<file path="src/rtl/int2float_sched.sv">
// Round-robin scheduler that shares one combinational int2float converter
// among NREQ requesters; one operation in flight, result held until accepted.
module int2float_sched #(
    parameter  int NREQ = 4,
    localparam int IDW  = $clog2(NREQ)
) (
    input  logic               clk,
    input  logic               rst,
    input  logic [NREQ-1:0]    req_valid,
    input  logic [NREQ*11-1:0] req_data,
    output logic [NREQ-1:0]    req_ready,
    output logic [10:0]        conv_x,
    input  logic [6:0]         conv_y,
    output logic               rsp_valid,
    input  logic               rsp_ready,
    output logic [6:0]         rsp_data,
    output logic [IDW-1:0]     rsp_id,
    output logic [15:0]        conv_count
);

    typedef enum logic [1:0] {
        IDLE,
        CONV,
        RESP
    } state_t;

    state_t         state_q;
    logic [IDW-1:0] ptr_q;
    logic [10:0]    opnd_q;
    logic [IDW-1:0] id_q;
    logic [6:0]     rsp_data_q;
    logic [15:0]    cnt_q;

    logic           found;
    logic [IDW-1:0] gnt;
    logic [IDW-1:0] ptr_d;

    // First valid requester at or after ptr, wrapping modulo NREQ.
    always_comb begin
        found = 1'b0;
        gnt   = ptr_q;
        for (int k = 0; k < NREQ; k++) begin
            if (!found && req_valid[(int'(ptr_q) + k) % NREQ]) begin
                found = 1'b1;
                gnt   = IDW'((int'(ptr_q) + k) % NREQ);
            end
        end
    end

    always_comb begin
        if (gnt == IDW'(NREQ - 1)) begin
            ptr_d = '0;
        end else begin
            ptr_d = gnt + 1'b1;
        end
    end

    always_comb begin
        req_ready = '0;
        if (state_q == IDLE && found) begin
            req_ready[gnt] = 1'b1;
        end
    end

    always_ff @(posedge clk) begin
        if (rst) begin
            state_q    <= IDLE;
            ptr_q      <= '0;
            opnd_q     <= '0;
            id_q       <= '0;
            rsp_data_q <= '0;
            cnt_q      <= '0;
        end else begin
            unique case (state_q)
                IDLE: begin
                    if (found) begin
                        opnd_q  <= req_data[11*gnt +: 11];
                        id_q    <= gnt;
                        ptr_q   <= ptr_d;
                        state_q <= CONV;
                    end
                end
                CONV: begin
                    rsp_data_q <= conv_y;
                    state_q    <= RESP;
                end
                RESP: begin
                    if (rsp_ready) begin
                        cnt_q   <= cnt_q + 16'd1;
                        state_q <= IDLE;
                    end
                end
                default: state_q <= IDLE;
            endcase
        end
    end

    assign conv_x     = opnd_q;
    assign rsp_valid  = (state_q == RESP);
    assign rsp_data   = rsp_data_q;
    assign rsp_id     = id_q;
    assign conv_count = cnt_q;

endmodule

</file>
<file path="config.mk">
export PLATFORM = sky130hd
export DESIGN_NAME = int2float_sched
export DESIGN_NICKNAME = d
export VERILOG_FILES = /design/src/rtl/int2float_sched.sv
export SDC_FILE = /design/constraint.sdc
export NUM_CORES = 1
export LEC_CHECK = 0
export CAP_MARGIN = 25
export CORE_MARGIN = 4
export CORE_UTILIZATION = 44
export DETAILED_ROUTE_END_ITERATION = 8
export GPL_ROUTABILITY_DRIVEN = 0
export GPL_TIMING_DRIVEN = 0
export PLACE_DENSITY = 0.86
export SLEW_MARGIN = 10
export SYNTH_ARGS = -nofsm -noshare
export SYNTH_HDL_FRONTEND = slang
export SYNTH_SLANG_ARGS = --single-unit
</file>
<file path="constraint.sdc">
create_clock -name clk -period 2.9 [get_ports clk]
set_clock_uncertainty 0.2 [all_clocks]
set_input_delay 0.435 -clock clk [delete_from_list [all_inputs] [get_ports clk]]
set_output_delay 0.435 -clock clk [all_outputs]
set_load 0.02 [all_outputs]
</file>
==> impl_metrics.py <==
metrics = {
    "drt": {
        "ant_nets": 0,
        "first_iter_violations": 77,
        "post_drt_wl_per_cell_um": 14.79,
        "vias": 1942,
        "firstDrtPassIters": 4,
        "drt-total-wl_mm": 5.574,
        "via_per_inst": 5.151,
        "remaining_drc_errors": 0,
    },
    "synth": {
        "async_flop_share_pct": 0,
        "synth_cell_types": 41,
        "ys_seq_area_share_pct": 39.12,
        "ys_top_cells_by_area": "dfxtp_1, nor2_1, a2111oi_2, o22ai_2, mux2i_1",
        "synthCells": 219,
        "yosys_warnings": 0,
        "synth_nets": 278,
        "synth_edf_count": 0,
        "netlist_area_um2": 2047,
        "yosysTopAreaCellShare_pct": 39.12,
        "ys_ff_latch": 40,
        "yosysTopAreaCell": "dfxtp_1",
        "synth.avg_cell_area_um2": 9.347,
        "synth_ff_type": "dfxtp_1",
    },
    "clocking": {
        "cts_sinks": 40,
        "cts_root_buffer": "clkbuf_8",
        "cts_buffers": 5,
        "cts_max_path_buffers": 2,
        "clock_latency_ns": 0.29,
        "clkSlewWorstSetupHoldPaths_ns": 0.08,
        "ctsHtreeMaxLevel": 2,
        "cts_tree": "done",
    },
    "grt": {
        "grt_first_pass_wirelength_mm": 9.390,
        "antenna_found_initial": 0,
        "grt_usage_pct": 19.51,
        "overflow": 0,
        "grt_pass1_vias": 1986,
        "grt_max_degree": 13,
    },
    "worst_hold_path": {
        "hold_start": "rsp_id[1]$_SDFFE_PP0P_",
        "holdPathEnd": "rsp_id[1]$_SDFFE_PP0P_",
        "hp-class": "reg -> reg",
        "holdPathStages": 2,
    },
    "layout": {
        "finalNetCount": 383,
        "synthToLayoutAreaGrowth_pct": 57.76,
        "drive_gt1_share_pct": 15.08,
        "diodes": 0,
    },
    "timing": {
        "rsz0062_at_grt": "no",
        "post-route-min-period_ns": 2.736,
        "slew_viol_final": 0,
        "setup_viol": 0,
        "slew_headroom_pct": 50.99,
        "final.period_utilization_pct": 94.34,
        "tightest_slew_ns": 0.7351,
        "timing.hold.ws_ns": 0.2652,
        "fmax_mhz": 365.5,
        "finalHoldViolations": 0,
    },
    "setup_path": {
        "start_kind": "primary input",
        "required_ns": 2.27,
        "crit_chain": "dlygate4sd2_1, nand2_1, a21oi_2, o221ai_4, buf_8, nand3b_1, buf_4, inv_1, clkdlybuf4s15_2",
        "r2r_slack_ns": 0.68,
        "critPathSlowestCell": "dlygate4sd2_1",
        "worst_setup_path_end_kind": "output port",
        "path_max_fanout": 10,
        "reg2reg_to": "conv_count[15]$_SDFFE_PP0P_",
        "path_class": "in -> out",
        "crit-reg2reg-launch": "state_q[1]$_SDFFE_PP0P_",
        "ff2ff_path_depth": 7,
        "max_stage_delay_ns": 0.37,
        "critPathArrivalTime_ns": 2.10,
    },
    "power": {
        "peakVddDrop_mv": 0.3312,
        "leakagePower_nw": 1.248,
        "power_mw": 1.689,
        "p_per_area_nw_per_um2": 523.0,
    },
    "floorplan": {
        "die_y_um": 76.21,
        "start_util_pct": 46.37,
        "core_um2": 4414,
        "boundaryPins": 99,
        "die_x_um": 76.21,
        "rows": 24,
        "die-area_um2": 5807,
    },
    "placement": {
        "io_buffers": 97,
        "hpwlAfterDp_mm": 4.427,
    },
    "run_status": {
        "outcome": "finished clean",
    },
    "flow_run": {
        "cap_violations": 0,
    },
}
## stage by stage
| stage | std cells | instance area, µm² | worst slack (ns) | setup TNS [ns] | util, % |
|---|---|---|---|---|---|
| detailed placement | 368 | 3083 | -0.5469 | -1.522 | 69.84 |
| global route | 377 | 3229 | 0.05684 | 0 | 73.16 |
| global placement | 368 | 3083 | -0.5126 | -1.358 | 69.84 |
| floorplan | 219 | 2047 | 0.6361 | 0 | - |
| CTS | 377 | 3202 | -0.08265 | -0.08265 | 72.53 |
| finish | 377 | 3229 | 0.1643 | 0 | 73.16 |
## power breakdown
part / leakage (nW) / switching, mW / internal [mW]
clock: 0.0552 / 0.193 / 0.256
combinational: 0.865 / 0.299 / 0.311
sequential: 0.328 / 0.0323 / 0.598
## cell type report
class,count,area (µm²)
tap,52,65.06
buffer,13,76.32
clock buffer,6,72.57
inverter,5,18.77
multi-input combinational,161,1176
sequential,40,800.8
clock inverter,2,35.03
timing repair buffer,98,984.7
fill,312,1185
## state kept, by name, summed over array words and instances (netlist names)
name,count
rsp_data,7
conv_count,16
state_q,2
ptr_q,2
conv_x,11
rsp_id,2
## synthesized netlist by cell type, drive strengths merged, types with 5 or more instances
cell	number
nand2	12
mux2i	8
inv	5
a2111oi	10
nor2b	5
clkbuf	9
a21oi	12
mux2	10
dfxtp	40
o22ai	10
nor2	46
xor2	9
## what timing repair did
item	CTS	global route
gates resized for setup	10	7
setup buffers	1	0
endpoints found under the setup margin	4	2
pin swaps	1	0
hold buffers	0	0
## worst max-delay path by stage
stage,end,from
after floorplan,req_ready[1],req_valid[0]
after global placement,req_ready[1],req_valid[3]
after detailed placement,req_ready[1],req_valid[3]
after CTS,req_ready[1],req_valid[0]
after global routing,req_ready[1],req_valid[3]
final,req_ready[1],req_valid[3]
## metal layers
layer	wire, µm	GRT usage [%]
met1	2280	23.10
met4	82	5.245
met5	0	0
met3	285	5.083
met2	2926	34.59
## cells in the final DEF (no fill, tap or decap), drive strengths merged, types with 5 or more instances in the layout
cell type and instances:
nor2 46, nor2b 5, nand2 12, buf 5
clkdlybuf4s50 89, inv 5, xor2 9, mux2 10
a2111oi 10, o22ai 10, mux2i 8, a21oi 12
dfxtp 40, clkbuf 15
## cells by family (layout without fill, tap and decap cells)
kind of cell / count (synthesis) / after routing / synth area share [%]
flip-flops: 40 / 40 / 39.12
XOR/XNOR: 12 / 12 / 5.135
AND/OR/NAND/NOR: 88 / 88 / 20.17
adder cells (fa/ha/maj): 1 / 1 / 0.6111
multiplexers: 19 / 19 / 10.51
AO/OA/AOI/OAI: 41 / 41 / 19.80
buffers and inverters: 18 / 124 / 4.645
## worst max-delay path, delay by kind of cell
kind,cells,cell delay (ns)
AOI/OAI and AO/OA,2,0.33
and+or+nand+nor,2,0.29
buffers and inverters,5,1.04
No activity file was read; power rests on OpenSTA's default activity.
